--- src/rtl/pamiec_dma_pkg.sv ---
// Shared types and constants for the pamiec DMA copy engine.
package pamiec_pkg;

  localparam int DEF_ADDR_WIDTH_MEM    = 8;
  localparam int DEF_DATA_WIDTH_MEM    = 8;
  localparam int DEF_DATA_WIDTH_STRONY = 4;
  localparam int DEF_LEN_WIDTH         = 12;

  // Logical offset of the memory's page register.
  localparam int PAGE_REG_ADDR = 2**DEF_ADDR_WIDTH_MEM - 1;

  // Linear address: {page, offset}.
  typedef logic [DEF_DATA_WIDTH_STRONY+DEF_ADDR_WIDTH_MEM-1:0] lin_addr_t;

  typedef enum logic [2:0] {
    IDLE,
    SAVE,
    SRC_PG,
    RD,
    DST_PG,
    WR,
    RESTORE,
    DONE
  } dma_state_t;

endpackage

--- src/rtl/pamiec_dma_if.sv ---
// Request/status and paged-memory bus of the pamiec DMA engine.
// slave: the DMA engine; master: the CPU/memory side.
interface pamiec_dma_if #(
  parameter int ADDR_WIDTH_MEM    = 8,
  parameter int DATA_WIDTH_MEM    = 8,
  parameter int DATA_WIDTH_STRONY = 4,
  parameter int LEN_WIDTH         = 12
);
  logic                                      start;
  logic [DATA_WIDTH_STRONY+ADDR_WIDTH_MEM-1:0] src_addr;
  logic [DATA_WIDTH_STRONY+ADDR_WIDTH_MEM-1:0] dst_addr;
  logic [LEN_WIDTH-1:0]                      len;
  logic                                      busy;
  logic                                      done;
  logic                                      err;
  logic                                      mem_wr;
  logic [ADDR_WIDTH_MEM-1:0]                 mem_adres;
  logic [DATA_WIDTH_MEM-1:0]                 mem_dane;
  logic [DATA_WIDTH_MEM-1:0]                 mem_out;

  modport slave (
    input  start, src_addr, dst_addr, len, mem_out,
    output busy, done, err, mem_wr, mem_adres, mem_dane
  );

  modport master (
    output start, src_addr, dst_addr, len, mem_out,
    input  busy, done, err, mem_wr, mem_adres, mem_dane
  );
endinterface

--- src/rtl/pamiec_dma_addr_inc.sv ---
// Advance a {page, offset} address by one data word; offset 2^AW-1 is the
// page register and is skipped, page number wraps.
module pamiec_addr_inc
  import pamiec_pkg::*;
#(
  parameter int ADDR_WIDTH_MEM    = DEF_ADDR_WIDTH_MEM,
  parameter int DATA_WIDTH_STRONY = DEF_DATA_WIDTH_STRONY
) (
  input  logic [DATA_WIDTH_STRONY+ADDR_WIDTH_MEM-1:0] addr,
  output logic [DATA_WIDTH_STRONY+ADDR_WIDTH_MEM-1:0] addr_next
);
  localparam int AW = ADDR_WIDTH_MEM;
  localparam int PW = DATA_WIDTH_STRONY;
  localparam logic [AW-1:0] LAST_DATA_OFS = AW'(2**AW - 2);

  logic [AW-1:0] ofs;
  logic [PW-1:0] pg;

  assign ofs = addr[AW-1:0];
  assign pg  = addr[AW+PW-1:AW];

  // Last data offset rolls into offset 0 of the next page.
  always_comb begin
    if (ofs == LAST_DATA_OFS) addr_next = {pg + PW'(1), AW'(0)};
    else                      addr_next = {pg, ofs + AW'(1)};
  end
endmodule

--- src/rtl/pamiec_dma.sv ---
// pamiec DMA: memory-to-memory copy engine in front of the paged data memory.
// Programs the page register itself and restores the caller's page at the end.
// Optional macro PAMIEC_DMA_PAGE_CACHE_EN: skip page writes whose page already
// matches the tracked current page.
module pamiec_dma
  import pamiec_pkg::*;
#(
  parameter int ADDR_WIDTH_MEM    = DEF_ADDR_WIDTH_MEM,
  parameter int DATA_WIDTH_MEM    = DEF_DATA_WIDTH_MEM,
  parameter int DATA_WIDTH_STRONY = DEF_DATA_WIDTH_STRONY,
  parameter int LEN_WIDTH         = DEF_LEN_WIDTH
) (
  input  logic         clk,
  input  logic         rst,
  pamiec_dma_if.slave  bus
);
  localparam int AW = ADDR_WIDTH_MEM;
  localparam int PW = DATA_WIDTH_STRONY;
  localparam int LW = PW + AW;
  localparam logic [AW-1:0] PAGE_REG = AW'(2**AW - 1);

  dma_state_t state, nxt;

  logic [LW-1:0]             src_q, dst_q, src_d, dst_d, src_inc, dst_inc;
  logic [LEN_WIDTH-1:0]      cnt_q, cnt_d;
  logic [PW-1:0]             saved_q, saved_d;
  logic [DATA_WIDTH_MEM-1:0] data_q, data_d;
  logic                      err_q, err_d;
  logic                      req_bad;
`ifdef PAMIEC_DMA_PAGE_CACHE_EN
  logic [PW-1:0]             cur_q, cur_d;
`endif

  pamiec_addr_inc #(.ADDR_WIDTH_MEM(AW), .DATA_WIDTH_STRONY(PW)) u_src_inc (
    .addr      (src_q),
    .addr_next (src_inc)
  );

  pamiec_addr_inc #(.ADDR_WIDTH_MEM(AW), .DATA_WIDTH_STRONY(PW)) u_dst_inc (
    .addr      (dst_q),
    .addr_next (dst_inc)
  );

  assign req_bad = (bus.src_addr[AW-1:0] == PAGE_REG) || (bus.dst_addr[AW-1:0] == PAGE_REG);

  // Next state and next working-register values.
  always_comb begin
    nxt     = state;
    src_d   = src_q;
    dst_d   = dst_q;
    cnt_d   = cnt_q;
    saved_d = saved_q;
    data_d  = data_q;
    err_d   = err_q;
`ifdef PAMIEC_DMA_PAGE_CACHE_EN
    cur_d   = cur_q;
`endif
    case (state)
      IDLE: begin
        if (bus.start) begin
          err_d = req_bad;
          if (req_bad || bus.len == '0) begin
            nxt = DONE;
          end else begin
            src_d = bus.src_addr;
            dst_d = bus.dst_addr;
            cnt_d = bus.len;
            nxt   = SAVE;
          end
        end
      end
      SAVE: begin
        saved_d = bus.mem_out[PW-1:0];
`ifdef PAMIEC_DMA_PAGE_CACHE_EN
        cur_d = bus.mem_out[PW-1:0];
        nxt   = (bus.mem_out[PW-1:0] == src_q[LW-1:AW]) ? RD : SRC_PG;
`else
        nxt = SRC_PG;
`endif
      end
      SRC_PG: begin
`ifdef PAMIEC_DMA_PAGE_CACHE_EN
        cur_d = src_q[LW-1:AW];
`endif
        nxt = RD;
      end
      RD: begin
        data_d = bus.mem_out;
`ifdef PAMIEC_DMA_PAGE_CACHE_EN
        nxt = (cur_q == dst_q[LW-1:AW]) ? WR : DST_PG;
`else
        nxt = DST_PG;
`endif
      end
      DST_PG: begin
`ifdef PAMIEC_DMA_PAGE_CACHE_EN
        cur_d = dst_q[LW-1:AW];
`endif
        nxt = WR;
      end
      WR: begin
        src_d = src_inc;
        dst_d = dst_inc;
        cnt_d = cnt_q - LEN_WIDTH'(1);
`ifdef PAMIEC_DMA_PAGE_CACHE_EN
        if (cnt_q == LEN_WIDTH'(1)) nxt = (cur_q == saved_q) ? DONE : RESTORE;
        else                        nxt = (cur_q == src_inc[LW-1:AW]) ? RD : SRC_PG;
`else
        nxt = (cnt_q == LEN_WIDTH'(1)) ? RESTORE : SRC_PG;
`endif
      end
      RESTORE: nxt = DONE;
      DONE:    nxt = IDLE;
      default: nxt = IDLE;
    endcase
  end

  // Outputs are registered from the state being entered, so they are valid
  // for the whole cycle the FSM spends in that state.
  always_ff @(posedge clk or negedge rst) begin
    if (!rst) begin
      state         <= IDLE;
      src_q         <= '0;
      dst_q         <= '0;
      cnt_q         <= '0;
      saved_q       <= '0;
      data_q        <= '0;
      err_q         <= 1'b0;
`ifdef PAMIEC_DMA_PAGE_CACHE_EN
      cur_q         <= '0;
`endif
      bus.busy      <= 1'b0;
      bus.done      <= 1'b0;
      bus.err       <= 1'b0;
      bus.mem_wr    <= 1'b0;
      bus.mem_adres <= '0;
      bus.mem_dane  <= '0;
    end else begin
      state   <= nxt;
      src_q   <= src_d;
      dst_q   <= dst_d;
      cnt_q   <= cnt_d;
      saved_q <= saved_d;
      data_q  <= data_d;
      err_q   <= err_d;
`ifdef PAMIEC_DMA_PAGE_CACHE_EN
      cur_q   <= cur_d;
`endif
      bus.busy      <= (nxt != IDLE) && (nxt != DONE);
      bus.done      <= (nxt == DONE);
      bus.err       <= (nxt == DONE) && err_d;
      bus.mem_wr    <= 1'b0;
      bus.mem_adres <= '0;
      bus.mem_dane  <= '0;
      case (nxt)
        SAVE: bus.mem_adres <= PAGE_REG;
        SRC_PG: begin
          bus.mem_wr    <= 1'b1;
          bus.mem_adres <= PAGE_REG;
          bus.mem_dane  <= DATA_WIDTH_MEM'(src_d[LW-1:AW]);
        end
        RD: bus.mem_adres <= src_d[AW-1:0];
        DST_PG: begin
          bus.mem_wr    <= 1'b1;
          bus.mem_adres <= PAGE_REG;
          bus.mem_dane  <= DATA_WIDTH_MEM'(dst_d[LW-1:AW]);
        end
        WR: begin
          bus.mem_wr    <= 1'b1;
          bus.mem_adres <= dst_d[AW-1:0];
          bus.mem_dane  <= data_d;
        end
        RESTORE: begin
          bus.mem_wr    <= 1'b1;
          bus.mem_adres <= PAGE_REG;
          bus.mem_dane  <= DATA_WIDTH_MEM'(saved_d);
        end
        default: ;
      endcase
    end
  end
endmodule

--- src/flat_wrapper.sv ---
// flat-port wrapper written by rule: the top's interface ports become plain ports
module pamiec_dma_flat import pamiec_pkg::*;
#(
  parameter int ADDR_WIDTH_MEM    = DEF_ADDR_WIDTH_MEM,
  parameter int DATA_WIDTH_MEM    = DEF_DATA_WIDTH_MEM,
  parameter int DATA_WIDTH_STRONY = DEF_DATA_WIDTH_STRONY,
  parameter int LEN_WIDTH         = DEF_LEN_WIDTH
)
  (clk, rst, bus_start, bus_src_addr, bus_dst_addr, bus_len, bus_mem_out, bus_busy, bus_done, bus_err, bus_mem_wr, bus_mem_adres, bus_mem_dane);
  pamiec_dma_if #(.ADDR_WIDTH_MEM(ADDR_WIDTH_MEM), .DATA_WIDTH_MEM(DATA_WIDTH_MEM), .DATA_WIDTH_STRONY(DATA_WIDTH_STRONY), .LEN_WIDTH(LEN_WIDTH)) bus_i ();
  input  logic clk;
  input  logic rst;
  input wire logic [$bits(bus_i.start)-1:0] bus_start;
  input wire logic [$bits(bus_i.src_addr)-1:0] bus_src_addr;
  input wire logic [$bits(bus_i.dst_addr)-1:0] bus_dst_addr;
  input wire logic [$bits(bus_i.len)-1:0] bus_len;
  input wire logic [$bits(bus_i.mem_out)-1:0] bus_mem_out;
  output wire logic [$bits(bus_i.busy)-1:0] bus_busy;
  output wire logic [$bits(bus_i.done)-1:0] bus_done;
  output wire logic [$bits(bus_i.err)-1:0] bus_err;
  output wire logic [$bits(bus_i.mem_wr)-1:0] bus_mem_wr;
  output wire logic [$bits(bus_i.mem_adres)-1:0] bus_mem_adres;
  output wire logic [$bits(bus_i.mem_dane)-1:0] bus_mem_dane;
  assign bus_i.start = bus_start;
  assign bus_i.src_addr = bus_src_addr;
  assign bus_i.dst_addr = bus_dst_addr;
  assign bus_i.len = bus_len;
  assign bus_i.mem_out = bus_mem_out;
  assign bus_busy = bus_i.busy;
  assign bus_done = bus_i.done;
  assign bus_err = bus_i.err;
  assign bus_mem_wr = bus_i.mem_wr;
  assign bus_mem_adres = bus_i.mem_adres;
  assign bus_mem_dane = bus_i.mem_dane;
  pamiec_dma #(.ADDR_WIDTH_MEM(ADDR_WIDTH_MEM), .DATA_WIDTH_MEM(DATA_WIDTH_MEM), .DATA_WIDTH_STRONY(DATA_WIDTH_STRONY), .LEN_WIDTH(LEN_WIDTH)) u_core (.clk(clk), .rst(rst), .bus(bus_i));
endmodule
--- config.mk ---
export PLATFORM = sky130hd
export DESIGN_NAME = pamiec_dma_flat
export DESIGN_NICKNAME = d
export VERILOG_FILES = /design/src/rtl/pamiec_dma_pkg.sv /design/src/rtl/pamiec_dma_if.sv /design/src/rtl/pamiec_dma_addr_inc.sv /design/src/rtl/pamiec_dma.sv /design/src/flat_wrapper.sv
export SDC_FILE = /design/constraint.sdc
export NUM_CORES = 1
export LEC_CHECK = 0
export ABC_AREA = 1
export ABC_CLOCK_PERIOD_IN_PS = 3220
export BUFFER_PORTS_ARGS = -buffer_cell sky130_fd_sc_hd__buf_4
export CAP_MARGIN = 20
export CORE_ASPECT_RATIO = 0.5
export CORE_UTILIZATION = 30
export CTS_CLUSTER_DIAMETER = 200
export DETAILED_ROUTE_END_ITERATION = 7
export PLACE_DENSITY = 0.5
export SLEW_MARGIN = 30
export SYNTH_ARGS = -nofsm -noshare
export SYNTH_HDL_FRONTEND = slang
export SYNTH_HIERARCHICAL = 1
export SYNTH_SLANG_ARGS = --single-unit
--- constraint.sdc ---
create_clock -name clk -period 3.22 [get_ports clk]
set_input_delay 0.805 -clock clk [delete_from_list [all_inputs] [get_ports clk]]
set_output_delay 0.805 -clock clk [all_outputs]
set_load 0.02 [all_outputs]
-- After elaboration in Yosys (flattened, before gate mapping)
Cells that the tools add are included.
- add/sub/neg operators: 5
- multiply operators: 0
- divide/modulo/power cells: 0
- $lt $le $gt $ge: 0
- equality and inequality tests: 22
- shift operators: 0
- muxes and demuxes: 22
- bitwise gates (word level): 0
- reductions and logical operators: 11
- operator list (kind ; number):
    $mux W12 ; 8
    $pmux W12 S2 ; 3
    $eq A8 B8 Y1 const B ; 4
    $pmux W8 S4 ; 1
    $eq A3 B3 Y1 const B ; 8
    $pmux W3 S8 ; 1
    $pmux W8 S3 ; 1
    $add A8 B1 Y8 const B ; 2
    $eq A12 B1 Y1 const B ; 1
    $eq A3 B2 Y1 const B ; 4
    $logic_not A12 Y1 ; 1
    $sub A12 B1 Y12 const B ; 1
    $mux W3 ; 3
    $add A4 B1 Y4 const B ; 2
    $mux W8 ; 1
    $reduce_or A4 Y1 ; 2
    $eq A3 B1 Y1 const B ; 2
    $mux W4 ; 1
    $ne A2 B2 Y1 const B ; 2
    $logic_not A3 Y1 ; 1
    $mux W1 ; 3
    $ne A3 B3 Y1 const B ; 1
    $reduce_and A3 Y1 ; 1
    $reduce_bool A3 Y1 ; 1
    3 further kinds ; 5
- register bits: 72
- bits in latches: 0
- RAM bits: 0
- ROM bits: 0
- memories: 0

-- Depth between registers and ports, before layout
Gate-level depths: netlist of run 1.
- depth in word-level cells: 9
- gate-level depth with buffers: 15
- depth with buffers taken out: 14

-- Hierarchy
Netlist of run 1, hierarchy kept.
- modules (own cells, without submodules) (module ; instances ; cells each ; area each (um^2)):
    pamiec_dma ; 1 ; 456 ; 3648.5
    pamiec_addr_inc ; 2 ; 57 ; 297.8

-- Worst setup path after synthesis of run 1
No wires, ideal clock.
- path kind: input -> register
- start point: input bus_len[4]
- end point: register u_core.bus.mem_adres[0]
- library setup time: 127 ps
- data arrival time: 1905 ps
- data required time: 3093 ps
- setup slack: 1188 ps
- stages: 12
- path buffers: 0
- cells stage by stage: nor2_1 > nand3_1 > nor2_1 > nand2_2 > nand2_2 > nand3_2 > nand2_4 > nor2_2 > nand2_1 > nand2_2 > a21oi_4 > nand2_1
- longest elaborated chain between the ends: 8
- elaborated cells on any way between the ends: 19
- ends and longest elaborated chain (what ; RTL line ; source):
    start, declared ; flat_wrapper.sv:16 ; input wire logic [$bits(bus_i.len)-1:0] bus_len;
    $logic_not A12 Y1 * ; pamiec_dma.sv:62 ; if (req_bad || bus.len == '0) begin
    $logic_or A1 B1 Y1 * ; pamiec_dma.sv:62 ;
    $mux W3 * ; pamiec_dma.sv:62 ;
    $mux W3 * ; pamiec_dma.sv:60 ; if (bus.start) begin
    $pmux W3 S8 * ; pamiec_dma.sv:58 ; case (state)
    net u_core.nxt[1] ; pamiec_dma.sv:22 ; dma_state_t state, nxt;
    $eq A3 B1 Y1, or another cell as far along ; pamiec_dma.sv:155 ; case (nxt)
    $reduce_or A4 Y1 (no source line) ; -- ;
    $pmux W8 S3 * ; pamiec_dma.sv:155 ;
    end signal, assigned ; pamiec_dma.sv:162 ; RD: bus.mem_adres <= src_d[AW-1:0];
    end signal, assigned ; pamiec_dma.sv:170 ; bus.mem_adres <= dst_d[AW-1:0];
    end, declared ; pamiec_dma_if.sv:23 ; output busy, done, err, mem_wr, mem_adres, mem_dane
Mark *: on every way through the listed nets, which the timed path passes. The rest lies on a longest branch.
A chain may end at the register's enable or synchronous reset.

-- Worst setup path after layout of run 1
- start point: register u_core.state[1]
- end point: register u_core.bus.mem_adres[2]
- longest elaborated chain between the ends: 5
- elaborated cells on any way between the ends: 20
- ends and longest elaborated chain (what ; RTL line ; source):
    start, declared ; pamiec_dma.sv:22 ;
    start signal, assigned ; pamiec_dma.sv:139 ; state <= nxt;
    $eq A3 B3 Y1, or another cell as far along ; pamiec_dma.sv:58 ;
    $pmux W3 S8 ; pamiec_dma.sv:58 ;
    $eq A3 B1 Y1, or another cell as far along ; pamiec_dma.sv:155 ;
    $reduce_or A4 Y1 (no source line) ; -- ;
    $pmux W8 S3 * ; pamiec_dma.sv:155 ;
Mark *: on every way between the ends. The rest lies on a longest branch, timed or not.

==> flow_summary_export.csv, run 1 <==
group,metric,value,unit
outcome,status,"finished, final reports clean",
timing,setup_viol,0,
synthesis,synthArstFlopShare,1.000,
timing,rsz0062_at_grt,"false",
routing,viasPerCell,4.565,
synthesis,synth_cells,570,
routing,wire_per_inst,13.18,um
pwr,p_leak,0.002678,uW
clock_tree,cts_setup_buffers,0,
routing,drcViolationCount,0,
timing,timing.final.crit_period,2358,ps
synthesis,synth_top_cell_by_area,"dfrtp_1",
timing,max_freq,424.1,MHz
placement,gp_congestion,0.8229,
clock_tree,htreeDepth,3,
synthesis,synth_common_cells,"nand2_1 (168), nand3_1 (84), dfrtp_1 (72)",
timing,setup_tns,0,ps
grt,grt_pass1_wl,18.53,mm
synthesis,synth_area,4244,um2
synthesis,yosysWarnings,6,
pwr,ir_drop,312.3,uV
routing,num_vias,3798,
synthesis,syn_nets,630,
worst_setup_path,start_kind,"flop",
grt,grt_use_met1,0.2296,
die,die_area,14660,um2
worst_setup_path,r2r_end,"u_core/bus.mem_adres[2]",
finish,syn_to_final_growth,24.71,%
clock_tree,cts_tree,"built",
routing,dr.pass1.iters,5,
routing,drt_iter0_drc,198,
worst_setup_path,worstPathCellList,"inv_1, ha_1, nand2_1, nor3_1, a31oi_1, nand2_2, nand2_1, nor2_4, nand2_1, nand2_1, inv_1, nand2_1",
timing,worstMarginPinSlew,676.5,ps
clock_tree,post_cts_resized,0,
worst_setup_path,crit_top_cell,"nand2_1",
worst_setup_path,worstSetupPathType,"flop to flop",
die,dieWidth,170.2,um
timing,hold_viol_final,0,
finish,final_cells,832,
clock_tree,ctsHoldBuffers,0,
grt,grt_max_degree,73,
worst_setup_path,worstReg2RegStart,"u_core/state[1]",
routing,ant_nets,0,
die,ioPinCount,67,
die,core,13660,um2
die,row_count,30,
timing,skew,9.989,ps
worst_setup_path,crit_required,3490,ps
die,start_util,0.3106,
synthesis,synth_cell_types,35,
worst_setup_path,cp_max_fo,20,
placement,dp.cells,817,
worst_setup_path,end_kind,"flop",
placement,hpwlAfterDp,8.089,mm
worst_setup_path,slowest_delay,390,ps
pwr,cellPowerDensity,1043,nW/um2
clock_tree,numCtsBuffers,9,
job,cap_violations,0,
finish,fin_nets,696,
clock_tree,path_clk_slew,60,ps
synthesis,synth.top_cell.area_share,0.4245,
grt,grtUsageMet3,0.03922,
timing,timing.final.crit_share,0.7323,
worst_setup_path,regToRegSetupSlack,860,ps
finish,layout-drive-gt1-share,0.1906,
timing,slew_viol_final,0,
clock_tree,cts_buffer_depth,2,
worst_setup_path,reg2reg_depth,12,
worst_setup_path,crit_arrival,2630,ps
placement,place.port_buffers,66,
synthesis,synth.avg_cell_area,7.446,um2
finish,diodes,0,
synthesis,yosysMostFrequentCell,"nand2_1",
worst_setup_path,critical_path.endpoint,"u_core/bus.mem_adres[2]",
synthesis,synth_edf_count,0,
clock_tree,root_buffer,"clkbuf_16",
grt,grt-ovfl-total,0,
grt,antenna_found_initial,0,
synthesis,synthTopCellsByArea,"dfrtp_1 (42%), nand2_1 (15%), nand3_1 (9.9%), nor2_1 (5.1%), inv_1 (4.9%)",
synthesis,ys.flop_type,"dfrtp_1",
worst_setup_path,critPathSlowestCell,"dfrtp_1",
clock_tree,clkSinkCount,72,
hold_path,hold_class,"input port to asynchronous set/reset pin",
grt,track_usage,0.1648,
synthesis,seq_area_frac_synth,0.4245,
die,die_y,86.11,um
grt,grt_pass1_vias,3695,
synthesis,ys_ff_latch,72,
grt,grt.busiest_layer,"met2",
clock_tree,worst_skew_pair.late_latency,340,ps
routing,drt-total-wl,10.97,mm
timing,slew_headroom,0.5490,
grt,grt_use_met2,0.2541,
worst_setup_path,cp-startpoint,"u_core/state[1]",
how the worst min path moves through the flow:
stage / start / endpoint / cells past startpoint
after global placement: u_core/saved_q[2] / u_core/saved_q[2] / 2
after CTS: u_core/data_q[2] / u_core/data_q[2] / 2
after floorplan: u_core/data_q[0] / u_core/data_q[0] / 2
final: rst / u_core/dst_q[3] / 1
after detailed placement: u_core/data_q[2] / u_core/data_q[2] / 2
after global routing: rst / u_core/dst_q[3] / 1
state kept, by name, indices dropped and copies added (netlist names):
| signal | flops |
|---|---|
| u_core/bus.mem_adres | 8 |
| u_core/src_q | 12 |
| u_core/err_q | 1 |
| u_core/bus.busy | 1 |
| u_core/bus.mem_dane | 8 |
| u_core/dst_q | 12 |
| u_core/bus.done | 1 |
| u_core/cnt_q | 12 |
| u_core/bus.err | 1 |
| u_core/state | 3 |
| u_core/data_q | 8 |
| u_core/bus.mem_wr | 1 |
| u_core/saved_q | 4 |
worst max-delay path, delay by kind of cell, from the launching register on:
family | cells | cell delay [ps]
and+or+nand+nor | 8 | 1360
buffers and inverters | 2 | 180
DFF | 1 | 390
adders and majority gates | 1 | 220
AOI/OAI and AO/OA | 1 | 130
where the power goes:
part,total [uW],internal (uW),switching (uW)
logic,2630,884,1750
registers,1650,1340,307
clock network,1240,853,387
cells by family after synthesis:
| family | after synthesis | synth area share |
|---|---|---|
| compound gates | 53 | 0.07518 |
| xor+xnor | 11 | 0.02270 |
| simple gates | 341 | 0.3576 |
| fa+ha+maj | 13 | 0.03833 |
| buf+inv | 80 | 0.08166 |
| flops | 72 | 0.4245 |
metrics by stage:
stage | power [uW] | hold slack [ps] | utilization | instance area, um2 | setup slack, ps
2_1_floorplan | 3597 | 462.2 | - | 4244 | 1188
3_3_place_gp | 4291 | 490.5 | 0.3602 | 4921 | 561.7
3_5_place_dp | 4303 | 494.4 | 0.3602 | 4921 | 553.1
4_1_cts | 5584 | 508.6 | 0.3871 | 5289 | 859.7
5_1_grt | 6038 | 547.4 | 0.3874 | 5293 | 622.9
6_report | 5518 | 491.5 | 0.3874 | 5293 | 862.0
layout make-up:
class	instances	area, um2
clock buffer	10	239.0
clock inverter	5	128.9
fill	1465	8371
inverter	64	250.2
multi-input combinational	418	2096
sequential	72	1802
tap	192	240.2
timing repair buffer	71	536.8
cells in the final DEF, fill, tap and decap left out, types with 3 or more instances in the layout:
master       n
a21oi_1     10
buf_4       70
bufinv_16    4
clkbuf_16    9
clkinv_4     3
dfrtp_1     72
ha_1        13
inv_1       55
inv_2        7
nand2_1    168
nand2_2     12
nand2_4      3
nand3_1     84
nand3_2      3
nor2_1      58
nor2_4       5
o211ai_1     3
o21ai_0     23
o21ai_1      3
o311ai_0     3
xnor2_1      4
xor2_1       7
metal layers:
layer,wire [um],vias up,part of all wire
met5,0,-,0
met4,118,0,0.011
met3,495,10,0.045
met2,4752,69,0.43
met1,5600,1753,0.51
li1,-,1966,-
(Power assumes the default switching activity.)
==> run 2, diff against run 1 <==
--- a/config.mk
+++ b/config.mk
@@ -5,8 +5,8 @@
 export SDC_FILE = /design/constraint.sdc
 export NUM_CORES = 1
 export LEC_CHECK = 0
-export ABC_AREA = 1
-export ABC_CLOCK_PERIOD_IN_PS = 3220
+export ABC_AREA = 0
+export ABC_CLOCK_PERIOD_IN_PS = 2190
 export BUFFER_PORTS_ARGS = -buffer_cell sky130_fd_sc_hd__buf_4
 export CAP_MARGIN = 20
 export CORE_ASPECT_RATIO = 0.5
==> constraint.sdc (replaced) <==
create_clock -name clk -period 2.19 [get_ports clk]
set_input_delay 0.5475 -clock clk [delete_from_list [all_inputs] [get_ports clk]]
set_output_delay 0.5475 -clock clk [all_outputs]
set_load 0.02 [all_outputs]
==> run 2 against run 1 <==
Critical path depth is 3 lower. Routed wire length is 14% higher. Hold slack worse by 380 ps. Combinational power is 93% lower. Global-route usage is 1.5 points higher. Cell count is 8.8% lower. Power is 45% lower. Setup slack worse by 850 ps. Critical path type unchanged. Critical endpoint is now u_core/bus.mem_dane[0]. Largest cell class unchanged.
==> flow_summary_export.csv, run 2 <==
group,metric,value,unit
clock_tree,worst_skew_pair.late_latency,340,ps
placement,dp.cells,740,
routing,drt_iter0_drc,261,
finish,syn_to_final_growth,45.16,%
pwr,p_clk_frac,0.502,
synthesis,synth_edf_count,0,
synthesis,synth_area,4242,um2
clock_tree,ctsHoldBuffers,0,
timing,slew_viol_final,0,
grt,grt_pass1_vias,3857,
die,die_area,14650,um2
finish,layout-drive-gt1-share,0.4638,
worst_setup_path,worstSetupPathType,"flop to flop",
pwr,ir_drop,351.7,uV
grt,track_usage,0.1803,
synthesis,synth_cell_types,64,
pwr,cellPowerDensity,497.1,nW/um2
die,dieWidth,170.2,um
synthesis,synth_cells,416,
pwr,p_int,2349,uW
worst_setup_path,crit_arrival,2380,ps
timing,max_freq,458.9,MHz
pwr,p_leak,0.002790,uW
worst_setup_path,crit_required,2390,ps
timing,slew_headroom,0.7018,
timing,worstMarginPinSlew,447.3,ps
synthesis,synth.avg_cell_area,10.20,um2
die,die_y,86.08,um
routing,drt-total-wl,12.47,mm
timing,timing.final.crit_period,2179,ps
pwr,netSwitchingFraction,0.2326,
hold_path,hold_class,"input port to asynchronous set/reset pin",
pwr,combPwrFrac,0.061,
grt,grt_max_degree,29,
routing,wire_per_inst,16.43,um
clock_tree,numCtsBuffers,9,
finish,final_util,0.4506,
job,cap_violations,0,
finish,final_cells,759,
timing,finalWorstSetupSlack,11.03,ps
pwr,switchingPower,712.0,uW
routing,viasPerCell,5.050,
placement,pre_cts_ws,-304.2,ps
synthesis,synth_common_cells,"dfrtp_1 (72), inv_1 (30), nor2_1 (27)",
synthesis,synthTopCellsByArea,"dfrtp_1 (42%), ha_1 (3.8%), and3_1 (3.5%), a221oi_2 (3.2%), mux2_2 (3.2%)",
placement,gp_congestion,0.8232,
clock_tree,path_clk_slew,60,ps
synthesis,synthArstFlopShare,1.000,
synthesis,synth.top_cell.area_share,0.4248,
clock_tree,root_buffer,"clkbuf_16",
finish,most-common-layout-cells,"buf_4 (144), dfrtp_1 (71), inv_1 (28)",
timing,skew,8.624,ps
die,row_count,30,
synthesis,syn_nets,476,
synthesis,ys_ff_latch,72,
routing,dr.pass1.iters,5,
routing,ant_nets,0,
worst_setup_path,end_kind,"flop",
pwr,pwr-share-seq,0.438,
clock_tree,cts_tree,"built",
finish,top_regs,"u_core/cnt_q (12), u_core/dst_q (12), u_core/src_q (12)",
synthesis,ys.flop_type,"dfrtp_1",
placement,place.port_buffers,66,
grt,grt_pass1_wl,20.11,mm
die,ioPinCount,67,
finish,diodes,0,
die,start_util,0.3104,
outcome,status,"finished, final reports clean",
timing,setup_viol,0,
clock_tree,clkSinkCount,72,
clock_tree,cts_buffer_depth,2,
grt,antenna_found_initial,0,
timing,hold_viol_final,0,
placement,hpwlAfterDp,9.420,mm
grt,grt-ovfl-total,0,
synthesis,synth_top_cell_by_area,"dfrtp_1",
synthesis,yosysMostFrequentCell,"dfrtp_1",
worst_setup_path,cp_max_fo,6,
finish,final_common_cell,"buf_4",
clock_tree,htreeDepth,3,
routing,num_vias,3833,
pwr,total_power,3061,uW
synthesis,yosysWarnings,6,
synthesis,seq_area_frac_synth,0.4248,
timing,setup_tns,0,ps
finish,fin_nets,622,
timing,rsz0062_at_grt,"true",
worst_setup_path,start_kind,"flop",
timing,timing.final.crit_share,0.9950,
die,core,13660,um2
routing,drcViolationCount,0,
run 2: cell type report:
cell class / instances / area [um2]
Fill cell: 1335 / 7506
Sequential cell: 72 / 1803
Clock inverter: 7 / 83.83
Clock buffer: 9 / 225.2
Tap cell: 192 / 240.2
Multi-Input combinational cell: 295 / 2445
Inverter: 31 / 116.4
Timing Repair Buffer: 153 / 1244
run 2: path summary, 6_finish.rpt:
path / to / slack (ps) / from / depth (start not counted)
max: u_core/bus.mem_dane[0] / 10 / u_core/state[1] / 9
min: u_core/cnt_q[5] / 110 / rst / 1
max reg2reg: u_core/bus.mem_dane[0] / 10 / u_core/state[1] / 9
min reg2reg: u_core/data_q[5] / 490 / u_core/data_q[5] / 1
max in group asynchronous: u_core/bus.mem_adres[6] / 1460 / rst / 2
min in group clk: u_core/data_q[5] / 460 / bus_mem_out[5] / 2
run 2: per-stage QoR:
| stage | hold slack, ps | area, um2 |
|---|---|---|
| 3_5_place_dp | 475.9 | 5599 |
| 4_1_cts | 109.0 | 6026 |
| 5_1_grt | 118.4 | 6157 |
| 6_report | 106.6 | 6157 |
| 3_3_place_gp | 474.3 | 5599 |
| 2_1_floorplan | 251.9 | 4242 |
run 2: logic make-up after synthesis:
family          count (synthesis)  share of synthesized area
compound gates                103                     0.2018
xor+xnor                       12                    0.02478
fa+ha+maj                      13                    0.03835
buf+inv                        49                    0.05133
flops                          72                     0.4248
mux                            14                    0.03894
simple gates                  153                     0.2201
run 2: routing by layer:
metal | GRT usage | vias to the layer above | share of wire
met1 | 0.2517 | 1883 | 0.49
met4 | 0.04095 | 0 | 0.011
li1 | - | 1839 | -
met3 | 0.03461 | 14 | 0.044
met2 | 0.2887 | 97 | 0.45
met5 | 0 | - | 0
run 2: repair_timing:
item	4_1_cts	5_1_grt
endpoints found under the setup margin	18	33
buffers inserted	2	2
pin swaps	3	13
gates cloned	0	0
resized for setup	22	23
run 2: worst max-delay path: stages, from the launching register on:
cell and delay (ps):
dfrtp_1 380, buf_4 160, ha_4 160, o31a_1 350, a211oi_4 250, nor2b_4 290, inv_2 80, buf_12 140
nand4_1 120, o211ai_1 110
run 2: power by group through the flow:
stage	registers [uW]	logic, uW	clock network, uW
2_1_floorplan	1360	23.6	0
3_3_place_gp	1360	184	0
3_5_place_dp	1360	184	0
4_1_cts	1340	185	1580
5_1_grt	1340	205	1640
6_report	1340	186	1540
==> run 3, diff against run 2 <==
--- a/config.mk
+++ b/config.mk
@@ -17,5 +17,4 @@
 export SLEW_MARGIN = 30
 export SYNTH_ARGS = -nofsm -noshare
 export SYNTH_HDL_FRONTEND = slang
-export SYNTH_HIERARCHICAL = 1
 export SYNTH_SLANG_ARGS = --single-unit
==> run 3 against run 2 <==
Critical path depth fell by 1. Die area shrank 8.6%. Power grew 150%. Clock skew is 2.9 ps lower. Clock power is 6% higher. First-iteration DRC count rose by 25%. Clock-buffer cell count stayed put. Register-to-register slack improved by 40 ps. Hold slack better by 28 ps. Maximum frequency up 1.7%.
==> flow_summary_export.csv, run 3 <==
group,metric,value,unit
die,ioPinCount,67,
pwr,cellPowerDensity,1334,nW/um2
die,core,12190,um2
synthesis,synth_cell_types,68,
worst_setup_path,end_kind,"flop",
synthesis,syn_nets,443,
routing,viasPerCell,5.201,
placement,place.port_buffers,66,
routing,drt-total-wl,12.22,mm
worst_setup_path,worstSetupPathType,"flop to flop",
synthesis,synth.avg_cell_area,9.974,um2
die,die_area,13390,um2
clock_tree,root_buffer,"clkbuf_16",
worst_setup_path,cp_max_fo,5,
pwr,total_power,7564,uW
clock_tree,worst_skew_pair.late_latency,340,ps
worst_setup_path,crit_arrival,2370,ps
synthesis,yosysMostFrequentCell,"dfrtp_1",
clock_tree,cts_tree,"built",
outcome,status,"finished, final reports clean",
finish,post-route-cell-area,5670,um2
die,row_count,28,
routing,num_vias,3745,
timing,finalWorstSetupSlack,47.68,ps
timing,timing.final.crit_share,0.9782,
hold_path,hold_class,"input port to asynchronous set/reset pin",
synthesis,synthArstFlopShare,1.000,
timing,fin_hold_ws,134.6,ps
finish,fin_nets,605,
synthesis,yosysWarnings,0,
job,cap_violations,0,
placement,dpl_cell_area,5248,um2
worst_setup_path,regToRegSetupSlack,50,ps
synthesis,synth_common_cells,"dfrtp_1 (72), nor2_1 (41), nand2_1 (33)",
clock_tree,cts_buffer_depth,2,
worst_setup_path,start_kind,"flop",
finish,diodes,0,
synthesis,synth.top_cell.area_share,0.4656,
synthesis,synth_edf_count,0,
timing,setup_viol,0,
placement,hpwlAfterDp,9.353,mm
die,start_util,0.3174,
synthesis,synth_area,3870,um2
clock_tree,htreeDepth,3,
timing,slew_headroom,0.5950,
synthesis,ys_ff_latch,72,
timing,worstMarginPinSlew,601.9,ps
placement,pre_cts_ws,-332.6,ps
routing,drt_iter0_drc,325,
timing,hold_viol_final,0,
timing,timing.final.crit_period,2142,ps
synthesis,synth_top_cell_by_area,"dfrtp_1",
grt,grt_max_degree,46,
clock_tree,numCtsBuffers,9,
routing,ant_nets,0,
synthesis,ys.flop_type,"dfrtp_1",
pwr,p_leak,0.002617,uW
routing,wire_per_inst,16.97,um
finish,top_regs,"u_core.cnt_q (12), u_core.dst_q (12), u_core.src_q (12)",
grt,antenna_found_initial,0,
grt,grt-ovfl-total,0,
grt,grt_pass1_wl,19.35,mm
die,dieWidth,162.6,um
routing,dr.pass1.iters,4,
timing,slew_viol_final,0,
finish,syn_to_final_growth,46.52,%
timing,max_freq,466.8,MHz
finish,final_common_cell,"buf_4",
clock_tree,path_clk_slew,60,ps
finish,layout-drive-gt1-share,0.4162,
worst_setup_path,crit_required,2420,ps
finish,most-common-layout-cells,"buf_4 (165), dfrtp_1 (69), nor2_1 (40)",
routing,drcViolationCount,0,
synthesis,seq_area_frac_synth,0.4656,
grt,grt_pass1_vias,3539,
synthesis,synth_cells,388,
grt,track_usage,0.1942,
die,die_y,82.31,um
timing,skew,5.710,ps
pwr,ir_drop,453.8,uV
synthesis,synthTopCellsByArea,"dfrtp_1 (47%), nor2_1 (4.0%), mux2_2 (3.8%), nand2_1 (3.2%), a221o_1 (3.1%)",
clock_tree,clkSinkCount,72,
placement,gp_congestion,0.8613,
run 3: cell count changes in the layout (fill, tap and decap cells not counted), moves of 7 or more:
cell,delta
xor2_1,-9
nor2_1,+14
a21oi_1,-8
inv_1,-17
nand2_1,+7
a221o_1,+8
or2_2,-7
a32o_1,-8
a221oi_2,-24
and3_1,-14
buf_4,+21
run 3: path summary, 6_finish.rpt:
path	cells past startpoint	from	endpoint
worst min register to register	2	u_core.err_q	u_core.err_q
worst min-delay path	1	rst	u_core.dst_q[2]
worst max register to register	8	u_core.state[1]	u_core.bus.mem_adres[1]
worst max-delay path	8	u_core.state[1]	u_core.bus.mem_adres[1]
min in group clk	3	bus_dst_addr[10]	u_core.dst_q[10]
max in group asynchronous	2	rst	u_core.state[1]
run 3: logic make-up after synthesis:
family / share of synthesized area
multiplexers: 0.05076
flip-flops: 0.4656
AND/OR/NAND/NOR: 0.2072
adder cells (fa/ha/maj): 0.02587
buffers and inverters: 0.03427
AO/OA/AOI/OAI: 0.2140
XOR/XNOR: 0.002264
run 3: metrics by stage:
step                      cells  TNS [ps]  utilization
after floorplan             388         0            -
after CTS                   717         0       0.4587
after global placement      700     -4134       0.4304
final                       720         0       0.4651
after global routing        720    -7.116       0.4651
after detailed placement    700     -4593       0.4304
run 3: routing by layer:
| metal | GRT usage | vias up | part of all wire |
|---|---|---|---|
| met5 | 0 | - | 0 |
| met4 | 0.04766 | 0 | 0.0083 |
| met3 | 0.04895 | 10 | 0.052 |
| met2 | 0.2714 | 99 | 0.40 |
| met1 | 0.2928 | 1832 | 0.54 |
| li1 | - | 1804 | - |
run 3: power by group:
group | total, uW | switching (uW) | internal (uW) | leakage, uW
sequential | 2380 | 455 | 1930 | 0.000887
combinational | 3550 | 1800 | 1750 | 0.00157
clock | 1640 | 626 | 1010 | 0.000157
run 3: area by class of cell:
cell class,count,area [um2]
fill,1194,6521
multi-input combinational,288,1999
sequential,72,1805
timing repair buffer,168,1290
clock buffer,9,225.2
tap,165,206.4
clock inverter,7,102.6
inverter,11,41.29
run 3: timing repair:
action                     in CTS  in global routing
resized for setup               3                 17
buffers inserted                1                  3
hold buffers                    0                  0
pin swaps                       1                  6
setup endpoints to repair       2                  7
run 3: worst max-delay path: stages (launching register included):
cell and delay [ps]:
dfrtp_2 450, and3b_2 320, nor2_4 50, a32oi_4 270, buf_6 140, nand2_2 80, buf_4 160, a221o_1 320
o221a_1 250
